`src/rtl/rename_ckpt.sv`:
```
// Register-rename stage: map table, circular free list and NUM_CKPT branch checkpoints.
// Optional macro RENAME_COMMIT2_EN adds a second commit port (commit1_valid/commit1_pd_old).
module rename_ckpt #(
  parameter int unsigned ARCH_REGS = 32,
  parameter int unsigned PHYS_REGS = 128,
  parameter int unsigned ROB_TAG_W = 4,
  parameter int unsigned NUM_CKPT  = 4,
  localparam int unsigned AW = $clog2(ARCH_REGS),
  localparam int unsigned PW = $clog2(PHYS_REGS),
  localparam int unsigned CW = $clog2(NUM_CKPT)
) (
  input  logic                 clk,
  input  logic                 reset,
  input  logic                 valid_in,
  output logic                 ready_in,
  input  logic [AW-1:0]        in_rs1,
  input  logic [AW-1:0]        in_rs2,
  input  logic [AW-1:0]        in_rd,
  input  logic                 in_wr,
  input  logic                 in_branch,
  output logic                 valid_out,
  input  logic                 ready_out,
  output logic [PW-1:0]        out_ps1,
  output logic [PW-1:0]        out_ps2,
  output logic [PW-1:0]        out_pd_new,
  output logic [PW-1:0]        out_pd_old,
  output logic [ROB_TAG_W-1:0] out_rob_tag,
  output logic [CW-1:0]        out_ckpt_id,
  input  logic                 commit_valid,
  input  logic [PW-1:0]        commit_pd_old,
`ifdef RENAME_COMMIT2_EN
  input  logic                 commit1_valid,
  input  logic [PW-1:0]        commit1_pd_old,
`endif
  input  logic                 resolve_valid,
  input  logic                 mispredict,
  input  logic [CW-1:0]        mispredict_ckpt
);

  logic [PW-1:0]        map_q     [ARCH_REGS];
  logic [PW-1:0]        map_upd   [ARCH_REGS];
  logic [PW-1:0]        fl_q      [PHYS_REGS];
  logic [PW:0]          fl_head_q, fl_tail_q, fl_head_nxt, fl_tail_nxt, tail1;
  logic [PW:0]          free_count;
  logic [ROB_TAG_W-1:0] tag_q;
  logic [PW-1:0]        ck_map_q  [NUM_CKPT][ARCH_REGS];
  logic [PW:0]          ck_head_q [NUM_CKPT];
  logic [ROB_TAG_W-1:0] ck_tag_q  [NUM_CKPT];
  logic [CW-1:0]        ck_rd_q, ck_wr_q;
  logic [CW:0]          ck_cnt_q, ck_cnt_d, ck_keep;
  logic                 alloc, accept, c0, c1;
  logic [PW-1:0]        pd_new;

  // Pointers carry a wrap bit above the index; the index wraps at PHYS_REGS.
  function automatic logic [PW:0] fl_inc(input logic [PW:0] p);
    if (p[PW-1:0] == PW'(PHYS_REGS - 1)) return {~p[PW], {PW{1'b0}}};
    return {p[PW], p[PW-1:0] + PW'(1)};
  endfunction

  function automatic logic [CW-1:0] ck_inc(input logic [CW-1:0] p);
    return (p == CW'(NUM_CKPT - 1)) ? '0 : p + CW'(1);
  endfunction

  always_comb begin
    if (fl_head_q[PW] == fl_tail_q[PW])
      free_count = {1'b0, fl_tail_q[PW-1:0]} - {1'b0, fl_head_q[PW-1:0]};
    else
      free_count = (PW+1)'(PHYS_REGS) + {1'b0, fl_tail_q[PW-1:0]} - {1'b0, fl_head_q[PW-1:0]};
  end

  assign alloc    = in_wr && (in_rd != '0);
  assign ready_in = (!valid_out || ready_out) && (!alloc || free_count != '0) &&
                    (!in_branch || ck_cnt_q != (CW+1)'(NUM_CKPT)) && !mispredict;
  assign accept   = valid_in && ready_in;
  assign pd_new   = alloc ? fl_q[fl_head_q[PW-1:0]] : '0;
  assign fl_head_nxt = (accept && alloc) ? fl_inc(fl_head_q) : fl_head_q;

  always_comb begin
    map_upd = map_q;
    if (accept && alloc) map_upd[in_rd] = pd_new;
  end

  assign c0 = commit_valid && (commit_pd_old != '0);
`ifdef RENAME_COMMIT2_EN
  assign c1 = commit1_valid && (commit1_pd_old != '0);
`else
  assign c1 = 1'b0;
`endif
  assign tail1       = fl_inc(fl_tail_q);
  assign fl_tail_nxt = (c0 && c1) ? fl_inc(tail1) : (c0 || c1) ? tail1 : fl_tail_q;

  // On mispredict only the checkpoints older than the restored one survive.
  always_comb begin
    if (mispredict_ckpt >= ck_rd_q)
      ck_keep = {1'b0, mispredict_ckpt} - {1'b0, ck_rd_q};
    else
      ck_keep = {1'b0, mispredict_ckpt} + (CW+1)'(NUM_CKPT) - {1'b0, ck_rd_q};
    if (mispredict) ck_cnt_d = ck_keep;
    else            ck_cnt_d = ck_cnt_q + (CW+1)'(accept && in_branch);
    if (resolve_valid) ck_cnt_d = ck_cnt_d - (CW+1)'(1);
  end

  always_ff @(posedge clk or posedge reset) begin
    if (reset) begin
      for (int i = 0; i < ARCH_REGS; i++) map_q[i] <= PW'(i);
      for (int i = 0; i < PHYS_REGS; i++) fl_q[i] <= PW'((i + ARCH_REGS) % PHYS_REGS);
      fl_head_q <= '0;
      fl_tail_q <= (PW+1)'(PHYS_REGS - ARCH_REGS);
      tag_q     <= '0;
      ck_rd_q   <= '0;
      ck_wr_q   <= '0;
      ck_cnt_q  <= '0;
      for (int i = 0; i < NUM_CKPT; i++) begin
        ck_head_q[i] <= '0;
        ck_tag_q[i]  <= '0;
        for (int j = 0; j < ARCH_REGS; j++) ck_map_q[i][j] <= '0;
      end
      valid_out   <= 1'b0;
      out_ps1     <= '0;
      out_ps2     <= '0;
      out_pd_new  <= '0;
      out_pd_old  <= '0;
      out_rob_tag <= '0;
      out_ckpt_id <= '0;
    end else begin
      if (c0) fl_q[fl_tail_q[PW-1:0]] <= commit_pd_old;
`ifdef RENAME_COMMIT2_EN
      if (c1) fl_q[c0 ? tail1[PW-1:0] : fl_tail_q[PW-1:0]] <= commit1_pd_old;
`endif
      fl_tail_q <= fl_tail_nxt;
      ck_cnt_q  <= ck_cnt_d;
      if (resolve_valid) ck_rd_q <= ck_inc(ck_rd_q);
      if (mispredict) begin
        map_q     <= ck_map_q[mispredict_ckpt];
        fl_head_q <= ck_head_q[mispredict_ckpt];
        tag_q     <= ck_tag_q[mispredict_ckpt];
        ck_wr_q   <= mispredict_ckpt;
        valid_out <= 1'b0;
      end else if (accept) begin
        map_q       <= map_upd;
        fl_head_q   <= fl_head_nxt;
        tag_q       <= tag_q + ROB_TAG_W'(1);
        valid_out   <= 1'b1;
        out_ps1     <= map_q[in_rs1];
        out_ps2     <= map_q[in_rs2];
        out_pd_new  <= pd_new;
        out_pd_old  <= map_q[in_rd];
        out_rob_tag <= tag_q;
        out_ckpt_id <= in_branch ? ck_wr_q : '0;
        if (in_branch) begin
          ck_map_q[ck_wr_q]  <= map_upd;
          ck_head_q[ck_wr_q] <= fl_head_nxt;
          ck_tag_q[ck_wr_q]  <= tag_q + ROB_TAG_W'(1);
          ck_wr_q            <= ck_inc(ck_wr_q);
        end
      end else if (ready_out) begin
        valid_out <= 1'b0;
      end
    end
  end

endmodule

```
`config.mk`:
```
export PLATFORM = sky130hd
export DESIGN_NAME = rename_ckpt
export DESIGN_NICKNAME = d
export VERILOG_FILES = /design/src/rtl/rename_ckpt.sv
export SDC_FILE = /design/constraint.sdc
export NUM_CORES = 2
export LEC_CHECK = 0
export CORE_UTILIZATION = 64
export CTS_CLUSTER_DIAMETER = 80
export DETAILED_ROUTE_END_ITERATION = 8
export DONT_BUFFER_PORTS = 1
export PLACE_DENSITY = 0.8
export SKIP_CTS_REPAIR_TIMING = 1
export SLEW_MARGIN = 15
export SYNTH_ARGS = -nofsm -noshare
export SYNTH_HDL_FRONTEND = slang
export SYNTH_SLANG_ARGS = --single-unit
export TNS_END_PERCENT = 50
```
`constraint.sdc`:
```
create_clock -name clk -period 100 [get_ports clk]
set_clock_uncertainty 0.1 [all_clocks]
set_input_delay 20 -clock clk [delete_from_list [all_inputs] [get_ports clk]]
set_output_delay 20 -clock clk [all_outputs]
set_load 0.05 [all_outputs]
```
==> impl_metrics.env <==
export IMPL_synthMuxAreaShare_pct=26.5
export IMPL_synth_main_ff_cell="dfrtp_1"
export IMPL_worst_hold_startpoint="ck_map_q[221]$_DFFE_PP0P_"
export IMPL_synth_adder_area_share_pct=0.283
export IMPL_dpl_hpwl_um=172000
export IMPL_post_synth_top_count_cell="dfrtp_1"
export IMPL_synth_cells=8181
export IMPL_n_fill_cell=10294
export IMPL_cp_data_required_time_ns=79.90
export IMPL_wl_per_cell_um=28.7
export IMPL_wl_met2_um=129000
export IMPL_cts_buffer_depth=3
export IMPL_main_combinational_cell_family_by_area_after_synthesis="multiplexers"
export IMPL_final_min_clock_period_ns=42.41
export IMPL_parity_gate_share_of_the_synthesized_area_counting_xor_and_xnor_cells_pct=0.171
export IMPL_worst_slew_pin_transition_ns=1.28
export IMPL_globalplace_congestion=0.945
export IMPL_synthDominantCellAreaShare_pct=39.0
export IMPL_antenna_found_initial=9
export IMPL_seqCellArea_um2=53900
export IMPL_vdd_drop_max_mv=0.0250
export IMPL_route_top_layer_used="met5"
export IMPL_gr_usage_all_layers_pct=36.4
export IMPL_finished_cell_area_um2=111000
export IMPL_m1WireLength_um=108000
export IMPL_synth_area_top_cells="dfrtp_1 (39%), dfstp_2 (14%), mux4_2 (13%), mux2_2 (10%), mux2i_1 (3.2%)"
export IMPL_timing_critical_path_from_type="primary input"
export IMPL_multi_input_area_um2=45700
export IMPL_clock_tree_from_tritoncts="done"
export IMPL_dr_wl_met3_um=36300
export IMPL_postSynth_asyncResetShare_pct=100
export IMPL_drt_antenna_violating_nets=0
export IMPL_timing_final_crit_share_pct=42.4
export IMPL_fin_ws_ns=57.59
export IMPL_grt_overflow_total=0
export IMPL_place_area_um2=104000
export IMPL_layout_area_overhead_vs_synth_pct=8.33
export IMPL_dieHeight_um=402
export IMPL_clock_latency_ns=0.89
export IMPL_run_status="complete, no violations"
export IMPL_cts_inserted_buffers=210
export IMPL_arrival_ns=22.31
export IMPL_layout_nets=7886
export IMPL_io_pins=69
export IMPL_hold_path_class="reg -> reg"
export IMPL_drt_first_pass_iters=7
export IMPL_post_synth_most_frequent_cells="dfrtp_1 (1596), mux2_2 (935), nand2_1 (868), o21ai_0 (641), mux4_2 (592)"
export IMPL_synth_net_count=8236
export IMPL_grt_pass1_vias=73459
export IMPL_detail_route_vias_per_cell=7.15
export IMPL_initial_util_pct=64.6
export IMPL_synth_top_cell_by_area="dfrtp_1"
export IMPL_cts_reportedPaths_clkPinSlew_ns=0.06
export IMPL_synth_compound_area_share_pct=10.1
export IMPL_clk_root_buffer_cell="clkbuf_16"
export IMPL_largest_fanout_on_the_critical_path=23
export IMPL_first_iter_violations=9229
export IMPL_synth_seq_area_share_pct=52.6
export IMPL_power_leakage_uw=0.0468
export IMPL_detail_route_drc_violations=0
export IMPL_endpoint_kind="output port"
export IMPL_drt_total_wl_um=290000
export IMPL_synth_edf_count=0
export IMPL_via_count=72212
export IMPL_clock_sinks=2126
export IMPL_yosys_cell_types=79
export IMPL_die_area_um2=162000
export IMPL_power_density_nw_per_um2=26.1
export IMPL_setup_viol=0
export IMPL_dieWidth_um=402
export IMPL_dp_worst_slack_ns=57.65
export IMPL_timing_max_transition_violations_final=0
export IMPL_setup_worst_path_start="in_rd[2]"
export IMPL_placementRows=146
export IMPL_grt_start_max_net_pins=282
export IMPL_htree_levels=4
export IMPL_slew_headroom_pct=14.2
export IMPL_portBuffers=0
export IMPL_ys_seq_elements=2126
export IMPL_finalSetupTns_ns=0
export IMPL_unrepaired_setup_endpoints_after_global_routing="no"
export IMPL_syn_mean_instance_area_um2=12.5
export IMPL_post_synth_and_or_nand_nor_area_fraction_pct=7.28
export IMPL_final_layout_size_suffix_gt1_share_pct=32.3
export IMPL_synthesis_yosys_warnings=0
export IMPL_hold_viol_final=0
export IMPL_clock_fmax_mhz=23.6
export IMPL_drv_max_cap_violation_count=0
export IMPL_global_route_wire_length_before_repair_um=451000
export IMPL_crit_reg2reg_launch="fl_head_q[1]$_DFFE_PP0P_"
export IMPL_core_area_um2=159000
export IMPL_synth_cell_area_um2=102000
export IMPL_setup_worst_path_class="in -> out"
## final cells by class
class	count	area share [%]
antenna	6	0.0135
clock buffer	333	5.67
clock inverter	67	0.917
inverter	90	0.311
multi-input combinational	5278	41.2
sequential	2126	48.6
tap	2072	2.34
timing repair buffer	125	0.965
## registers in the layout, summed over array words and instances, names as in the netlist, 3 cells and up
register,count
map_q,224
fl_tail_q,8
out_ps1,7
fl_head_q,8
out_pd_new,7
ck_tag_q,16
ck_cnt_q,3
ck_map_q,896
tag_q,4
out_pd_old,7
out_ps2,7
fl_q,896
ck_head_q,32
out_rob_tag,4
## layout by cell type (no fill, tap or decap), drive strengths merged, types with 10 or more instances in the layout
master  Yosys  routed
dfrtp    1596    1596
mux2      936     936
nand2     868     868
o21ai     647     647
mux4      592     592
dfstp     530     530
nor2      525     525
a31oi     401     401
clkbuf    500     333
mux2i     328     328
nand3     159     159
buf       187     125
and2      102     102
a22oi      99      99
a221o      93      93
inv        87      90
a21o       68      68
a22o       66      66
o211ai     64      64
a21oi      55      55
clkinv      3      49
nand4      33      33
ha         20      20
a221oi     17      17
nand2b     16      16
bufinv      0      16
o22ai      13      13
nor2b      13      13
a21boi     13      13
xnor2      12      12
nor3       11      11
nor4       10      10
## stage by stage
stage	hold slack (ns)	util, %	instances	power [uW]
global route	0.390	70.0	10091	2990
global placement	0.356	65.3	9690	2000
detailed placement	0.359	65.3	9690	2040
finish	0.371	70.0	10097	2900
floorplan	0.341	-	8181	1790
CTS	0.373	69.9	10090	2870
## path summary, 6_finish.rpt
path,to,cells past startpoint,slack (ns)
min in group asynchronous,ck_rd_q[1]$_DFFE_PP0P_,1,19.08
worst max register to register,ck_map_q[436]$_DFFE_PP0P_,10,93.17
worst min register to register,ck_map_q[221]$_DFFE_PP0P_,2,0.37
max in group asynchronous,ck_map_q[455]$_DFFE_PP0P_,6,75.87
worst max-delay path,ready_in,7,57.59
worst min-delay path,ck_map_q[221]$_DFFE_PP0P_,2,0.37
## kinds of logic (layout without fill, tap and decap cells)
kind of cell,count (synthesis),after routing
flip-flops,2126,2126
multiplexers,1856,1856
AND/OR/NAND/NOR,1776,1776
AO/OA/AOI/OAI,1604,1604
buffers and inverters,777,615
adder cells (fa/ha/maj),22,22
XOR/XNOR,20,20
other,0,6
## power breakdown
part	internal, uW	leakage, uW	total, uW	switching (uW)
clock	475	0.00357	825	349
sequential	1090	0.0265	1260	170
combinational	335	0.0167	808	472
## critical path, cell delays in order
cell and delay [ns]:
or3_1 0.47, o21ai_2 0.30, a2111o_1 0.24, a2111o_1 0.13, buf_4 0.34, nor2_4 0.08
nor2_1 0.73
## layer usage
metal / up-vias / GRT usage [%]
li1: 29567 / -
met1: 37191 / 49.6
met2: 4344 / 53.1
met3: 1100 / 11.8
met4: 10 / 18.1
met5: - / 0
Note: power is estimated with default switching activity, not from simulation.
